<file path="config.mk">
export PLATFORM = sky130hd
export DESIGN_NAME = vga_timing_gen
export DESIGN_NICKNAME = d
export VERILOG_FILES = /design/src/rtl/vga_pkg.sv /design/src/rtl/vga_axis_fsm.sv /design/src/rtl/vga_timing_gen.sv
export SDC_FILE = /design/constraint.sdc
export NUM_CORES = 1
export LEC_CHECK = 0
export CORE_MARGIN = 3
export CORE_UTILIZATION = 51
export CTS_CLUSTER_DIAMETER = 50
export DETAILED_ROUTE_END_ITERATION = 6
export PLACE_DENSITY = 0.82
export SLEW_MARGIN = 30
export SYNTH_ARGS = -nofsm -noshare
export SYNTH_HDL_FRONTEND = slang
export SYNTH_SLANG_ARGS = --single-unit
</file>
<file path="constraint.sdc">
create_clock -name clk -period 2.93 [get_ports clk]
set_clock_uncertainty 0.15 [all_clocks]
set_input_delay 0.293 -clock clk [delete_from_list [all_inputs] [get_ports clk]]
set_output_delay 0.293 -clock clk [all_outputs]
set_load 0.02 [all_outputs]
</file>
<file path="src/rtl/vga_pkg.sv">
// Shared types and default 1024x768@60 timing (65 MHz pixel clock, negative syncs)
// for the VGA raster timing generator.
package vga_pkg;

  typedef enum logic [1:0] {ACTIVE, FRONT, SYNC, BACK} axis_state_t;

  // Decoded raster outputs carried together through the output delay line
  typedef struct packed {
    logic hs;
    logic vs;
    logic von;
    logic ls;
    logic fs;
  } dec_t;

  localparam int DEF_H_ACTIVE = 1024;
  localparam int DEF_H_FP     = 24;
  localparam int DEF_H_SYNC   = 136;
  localparam int DEF_H_BP     = 160;
  localparam int DEF_V_ACTIVE = 768;
  localparam int DEF_V_FP     = 3;
  localparam int DEF_V_SYNC   = 6;
  localparam int DEF_V_BP     = 29;
  localparam logic DEF_HS_POL = 1'b0;
  localparam logic DEF_VS_POL = 1'b0;

  function automatic int seg_total(input int act, input int fp, input int sync, input int bp);
    return act + fp + sync + bp;
  endfunction

endpackage

</file>
<file path="src/rtl/vga_axis_fsm.sv">
// One raster axis: a counter over ACTIVE+FP+SYNC+BP positions with a segment FSM.
// Advances only on adv; wrap pulses combinationally on the last position when adv=1.
module vga_axis_fsm
  import vga_pkg::axis_state_t;
#(
  parameter int ACTIVE = 8,
  parameter int FP     = 2,
  parameter int SYNC   = 3,
  parameter int BP     = 3,
  parameter int CW     = 4
) (
  input  logic          clk,
  input  logic          reset,
  input  logic          adv,
  output logic [CW-1:0] count,
  output axis_state_t   state,
  output logic          wrap
);

  localparam int TOTAL = ACTIVE + FP + SYNC + BP;
  localparam logic [CW-1:0] END_A = CW'(ACTIVE - 1);
  localparam logic [CW-1:0] END_F = CW'(ACTIVE + FP - 1);
  localparam logic [CW-1:0] END_S = CW'(ACTIVE + FP + SYNC - 1);
  localparam logic [CW-1:0] END_T = CW'(TOTAL - 1);

  assign wrap = adv && (count == END_T);

  always_ff @(posedge clk) begin
    if (reset) begin
      count <= '0;
      state <= vga_pkg::ACTIVE;
    end else if (adv) begin
      count <= (count == END_T) ? '0 : count + 1'b1;
      case (state)
        vga_pkg::ACTIVE: if (count == END_A) state <= vga_pkg::FRONT;
        vga_pkg::FRONT:  if (count == END_F) state <= vga_pkg::SYNC;
        vga_pkg::SYNC:   if (count == END_S) state <= vga_pkg::BACK;
        vga_pkg::BACK:   if (count == END_T) state <= vga_pkg::ACTIVE;
        default:         state <= vga_pkg::ACTIVE;
      endcase
    end
  end

endmodule

</file>
<file path="src/rtl/vga_timing_gen.sv">
// VGA raster timing generator: counters, syncs, video_on, line/frame strobes with
// optional output delay. Define VGA_FRAME_CNT_EN to add the completed-frame counter.
module vga_timing_gen
  import vga_pkg::*;
#(
  parameter int   H_ACTIVE = DEF_H_ACTIVE,
  parameter int   H_FP     = DEF_H_FP,
  parameter int   H_SYNC   = DEF_H_SYNC,
  parameter int   H_BP     = DEF_H_BP,
  parameter int   V_ACTIVE = DEF_V_ACTIVE,
  parameter int   V_FP     = DEF_V_FP,
  parameter int   V_SYNC   = DEF_V_SYNC,
  parameter int   V_BP     = DEF_V_BP,
  parameter logic HS_POL   = DEF_HS_POL,
  parameter logic VS_POL   = DEF_VS_POL,
  parameter int   PIPE_DLY = 0,
  parameter int   X_W      = 11,
  parameter int   Y_W      = 10
`ifdef VGA_FRAME_CNT_EN
  ,
  parameter int   FC_W     = 16
`endif
) (
  input  logic           clk,
  input  logic           reset,
  input  logic           pix_en,
  output logic [X_W-1:0] pixel_x,
  output logic [Y_W-1:0] pixel_y,
  output logic           hsync,
  output logic           vsync,
  output logic           video_on,
  output logic           line_start,
  output logic           frame_start
`ifdef VGA_FRAME_CNT_EN
  ,
  output logic [FC_W-1:0] frame_cnt
`endif
);

  localparam int H_TOTAL = seg_total(H_ACTIVE, H_FP, H_SYNC, H_BP);
  localparam int V_TOTAL = seg_total(V_ACTIVE, V_FP, V_SYNC, V_BP);
  localparam dec_t DEC_IDLE = '{hs: ~HS_POL, vs: ~VS_POL, von: 1'b0, ls: 1'b0, fs: 1'b0};

  if (H_ACTIVE <= 0 || H_FP <= 0 || H_SYNC <= 0 || H_BP <= 0 ||
      V_ACTIVE <= 0 || V_FP <= 0 || V_SYNC <= 0 || V_BP <= 0) begin : g_err_seg
    $error("vga_timing_gen: every timing segment must be non-zero");
  end
  if (PIPE_DLY < 0 || PIPE_DLY > 4) begin : g_err_dly
    $error("vga_timing_gen: PIPE_DLY must be 0..4");
  end
  if (H_TOTAL > (1 << X_W) || V_TOTAL > (1 << Y_W)) begin : g_err_w
    $error("vga_timing_gen: X_W/Y_W too narrow for the line/frame totals");
  end

  axis_state_t h_state, v_state;
  logic        h_wrap, v_wrap;

  vga_axis_fsm #(.ACTIVE(H_ACTIVE), .FP(H_FP), .SYNC(H_SYNC), .BP(H_BP), .CW(X_W)) u_h (
    .clk(clk), .reset(reset), .adv(pix_en),
    .count(pixel_x), .state(h_state), .wrap(h_wrap)
  );

  vga_axis_fsm #(.ACTIVE(V_ACTIVE), .FP(V_FP), .SYNC(V_SYNC), .BP(V_BP), .CW(Y_W)) u_v (
    .clk(clk), .reset(reset), .adv(h_wrap),
    .count(pixel_y), .state(v_state), .wrap(v_wrap)
  );

  // Strobes are stored as levels and re-qualified by pix_en at the output so they
  // stay one clk wide whatever the pix_en duty cycle.
  dec_t dec_c, dec_out;
  logic strobe_en;

  always_comb begin
    dec_c     = DEC_IDLE;
    dec_c.hs  = (h_state == SYNC) ? HS_POL : ~HS_POL;
    dec_c.vs  = (v_state == SYNC) ? VS_POL : ~VS_POL;
    dec_c.von = (h_state == ACTIVE) && (v_state == ACTIVE);
    dec_c.ls  = (pixel_x == '0);
    dec_c.fs  = (pixel_x == '0) && (pixel_y == '0);
  end

  if (PIPE_DLY == 0) begin : g_nodly
    assign dec_out = dec_c;
  end else begin : g_dly
    dec_t dec_p [PIPE_DLY];

    always_ff @(posedge clk) begin
      if (reset) begin
        for (int i = 0; i < PIPE_DLY; i++) dec_p[i] <= DEC_IDLE;
      end else if (pix_en) begin
        dec_p[0] <= dec_c;
        for (int i = 1; i < PIPE_DLY; i++) dec_p[i] <= dec_p[i-1];
      end
    end

    assign dec_out = dec_p[PIPE_DLY-1];
  end

  assign strobe_en   = pix_en && !reset;
  assign hsync       = reset ? ~HS_POL : dec_out.hs;
  assign vsync       = reset ? ~VS_POL : dec_out.vs;
  assign video_on    = !reset && dec_out.von;
  assign line_start  = strobe_en && dec_out.ls;
  assign frame_start = strobe_en && dec_out.fs;

`ifdef VGA_FRAME_CNT_EN
  always_ff @(posedge clk) begin
    if (reset) frame_cnt <= '0;
    else if (v_wrap) frame_cnt <= frame_cnt + 1'b1;
  end
`else
  logic unused_v_wrap;
  assign unused_v_wrap = v_wrap;
`endif

endmodule

</file>
; Yosys cells after proc, flatten, opt, wreduce, memory -nomap -nowiden
; Cells that the tools add are included.
[totals]
regBits = 25
input_bits = 3
output_inout_bits = 26
word_cells = 58
[op_classes]
addsub = 2
eq_ne = 22
muxes = 16
n_reduce_logical = 14
[ops]
columns = cell, n
row1 = $eq 10x10->1 const B, 4
row2 = $eq 11x11->1 const B, 3
row3 = $mux 2, 8
row4 = $ne 2x1->1 const B, 8
row5 = $pmux 2 s4, 2
row6 = $add 11x1->11 const B, 1
row7 = $eq 11x10->1 const B, 1
row8 = $logic_not 11->1, 1
row9 = $mux 11, 1
row10 = $add 10x1->10 const B, 1
row11 = $logic_not 10->1, 1
row12 = $mux 10, 1
row13 = $reduce_and 5->1, 2
row14 = $eq 2x2->1 const B, 4
row15 = $logic_and 1x1->1, 7
row16 = $eq 2x1->1 const B, 2
row17 = $logic_not 2->1, 2
row18 = $mux 1, 4
row19 = $logic_not 1->1, 1

; Logic depth before layout (Yosys ltp)
[depth]
word_depth = 3
ltp_mapped = 7
depth_no_buf = 7

; Cells and area by module
; From an unflattened synthesis, not the netlist that was laid out.
[hier_totals]
hier_cells = 184
hier_area_um2 = 1604.0
[modules_own_cells]
columns = mod, instances, cells_each, area_each_um2, seq_area_each_um2
row1 = vga_axis_fsm at u_h, 1, 87, 782.0, 260.2
row2 = vga_axis_fsm at u_v, 1, 84, 730.7, 240.2
row3 = vga_timing_gen, 1, 13, 91.3, 0.0

; Least setup slack after synthesis
; Ideal clock, no wire load.
[synth_path]
path_type = register to output
startpoint = register u_h.count[9]
endpoint = output frame_start
t_arrival_ps = 1870
t_required_ps = 2487
slack_ps = 617
stages_incl_launch_ff = 4
n_path_buf = 0
cell_sequence = dfxtp_1 > or4_1 > nor3_1 > and3_1
[synth_between]
elab_chain_len = 3
[synth_rtl]
columns = item, line_no
row1 = start: declaration, vga_axis_fsm.sv:15  ; output logic [CW-1:0] count,
row2 = start signal: assignment, vga_axis_fsm.sv:33  ; count <= (count == END_T) ? '0 : count + 1'b1;
row3 = $logic_not 11->1, vga_timing_gen.sv:79  ; dec_c.fs = (pixel_x == '0) && (pixel_y == '0);
row4 = $logic_and 1x1->1, vga_timing_gen.sv:79
row5 = $logic_and 1x1->1, vga_timing_gen.sv:104  ; assign frame_start = strobe_en && dec_out.fs;
row6 = end: declaration, vga_timing_gen.sv:33  ; output logic frame_start
; Every way passes these cells.

; Worst setup path in the final report
[layout_path]
startpoint = register u_h.count[5]
endpoint = output frame_start
; Same word-level chain as after synthesis.

==> impl_metrics.toml <==
[timing]
period_minus_slack_ns = 2.77
drv_slew = 0
rsz0062_at_grt = "false"
finalSetupViolCount = 0
tns_ns = 0
hold_viol_final = 0
tightestPinTransition_ns = 0.475
holdWs_ns = 0.358
fmax_ghz = 0.361
max_slew_margin_pct = 68.1
min_period_over_period_pct = 94.5

[place]
io_buffers = 28
dp.cells = 236
routabilityCongestion = 0.823
dp_hpwl_um = 2550

[logic_synthesis]
synth-seq-area-share_pct = 32.8
synth.ff_latch_count = 25
async_reset_ff_share_pct = 0
synthCells = 182
synth_top_area_share_pct = 32.8
avgSynthCellArea_um2 = 8.38
synth_area_leaders = "dfxtp_1 33%, ha_1 11%, xnor2_1 6.3%"
yosysWarnings = 0
syn_nets = 199
synthFlopType = "dfxtp_1"
netlist_area_mm2 = 0.00153
synth_cell_types = 38
yosys.area.top_type = "dfxtp_1"
synth_edf_count = 0

[floorplan]
die_h_um = 60.7
start_util_pct = 54.4
num_io_pins = 29
rows = 19
core_region_area_mm2 = 0.00281
die-area_mm2 = 0.00368
die_x_um = 60.7

[final_layout]
finalNonFillerCells = 240
seqCellArea_um2 = 500
final_cell_mix = "28 x clkdlybuf4s50_1, 25 x nor2_1, 25 x dfxtp_1, 17 x nand2_1, 16 x inv_1"
n_antenna_cell = 0
fin_nets = 227
multi_input_area_um2 = 937
nFillCells = 244
final_layout_size_suffix_gt1_share_pct = 8.13
final_common_cell = "clkdlybuf4s50_1"
syn_to_final_growth_pct = 21.9

[cts]
htreeDepth = 1
clock_latency_ns = 0.32
cts_max_path_buffers = 2
cts.sinks = 25
cts_tree = "built"
clk_pin_slew_ns = 0.14
postCtsSetupBuffers = 0
cts_buffers = 3
cts_root_buf = "clkbuf_4"

[power_and_ir_drop]
powerDensity_mw_per_mm2 = 296
ir_drop_v = 0.000269
power.leakage_nw = 0.628

[route]
drt-total-wl_um = 3280
drc_errors = 0
via_per_inst = 5.65
ant_nets = 0
post_drt_wl_per_cell_um = 13.7
drtPass1Iterations = 5
vias = 1355
dr.first_iter.drc_count = 100

[grt]
antenna_found_initial = 0
gr-total-overflow = 0
grt_pass1_wl_um = 5580
grt_max_degree = 15
grt_pass1_vias = 1260
grt_util_all_layers_pct = 19.6

[critical_path]
arrival_ns = 2.33
startpoint_type = "flop"
cp_max_fo = 7
cp-end-kind = "primary output"
worstSetupPathType = "reg -> out"
required_ns = 2.49

[worst_hold_path]
min_path_type = "reg -> reg"

[outcome]
outcome = "completed"

[flow_run]
maxCapViolations = 0
power by group:
group	total [mW]	internal, mW	switching [mW]	leakage [nW]
sequential	0.347	0.343	0.00377	0.202
combinational	0.0481	0.0222	0.0259	0.409
clock	0.156	0.0512	0.105	0.0177
flip-flops by register name, summed over array words and instances (netlist names):
name       flops
u_v.state      2
u_h.state      2
u_h.count     11
u_v.count     10
synth_stat cells (2+ instances only):
cell       count
xnor2_1       11
xor2_1         6
clkbuf_1       6
nor2_1        25
nand4_1        7
ha_1          14
inv_1         16
o2111ai_1      2
dfxtp_1       25
nor3_2         3
nor4_2         3
nand3_1        7
nor3_1         5
o41ai_1        3
a21oi_1        4
nand2_1       17
or4_1          2
o21a_1         2
o31a_1         2
and3_1         3
mux2i_1        2
stage by stage:
| stage | util, % | power, mW | area (µm²) | setup slack [ns] |
|---|---|---|---|---|
| after floorplan | - | 0.381 | 1530 | 0.617 |
| after global placement | 65.1 | 0.401 | 1830 | 0.511 |
| after detailed placement | 65.1 | 0.402 | 1830 | 0.467 |
| after CTS | 66.1 | 0.556 | 1850 | 0.0858 |
| after global routing | 66.3 | 0.574 | 1860 | 0.0607 |
| final | 66.3 | 0.551 | 1860 | 0.160 |
timing repair:
action                     in CTS  in global routing
hold buffers                    0                  0
setup endpoints to repair       0                  1
gates resized for setup         0                  1
worst paths after layout:
kind	cells past startpoint	end	from	slack, ns
max	4	frame_start	u_h.count[5]	0.16
min	2	u_h.state[1]	u_h.state[1]	0.36
max reg2reg	6	u_v.count[9]	u_h.count[0]	0.66
min reg2reg	2	u_h.state[1]	u_h.state[1]	0.36
area by class of cell:
| class | instances | area share [%] |
|---|---|---|
| clock buffer | 3 | 1.21 |
| tap | 31 | 2.09 |
| clock inverter | 1 | 0.269 |
| multi-input combinational | 134 | 50.4 |
| inverter | 16 | 3.23 |
| timing repair buffer | 30 | 15.9 |
| sequential | 25 | 26.9 |
per-layer routing:
layer / share of wire, % / up-vias / global-route usage, %
met5: 0 / - / 0
met4: 0.94 / 0 / 4.64
met3: 5.0 / 4 / 3.83
met2: 48 / 42 / 32.7
met1: 45 / 629 / 26.2
li1: - / 680 / -
critical path, cell delays in order (launching register included):
cell,delay [ns]
dfxtp_1,0.40
or4_1,0.55
nor3_1,0.26
and3_1,0.20
clkdlybuf4s50_1,0.60
logic make-up (layout without fill, tap and decap cells):
group | count (synthesis) | in the layout | synth area share, %
buf+inv | 23 | 50 | 6.15
compound gates | 17 | 17 | 8.04
mux | 2 | 2 | 1.31
xor+xnor | 17 | 17 | 9.76
fa+ha+maj | 14 | 14 | 11.5
flops | 25 | 25 | 32.8
simple gates | 84 | 84 | 30.4
No activity file was read; power rests on OpenSTA's default activity.
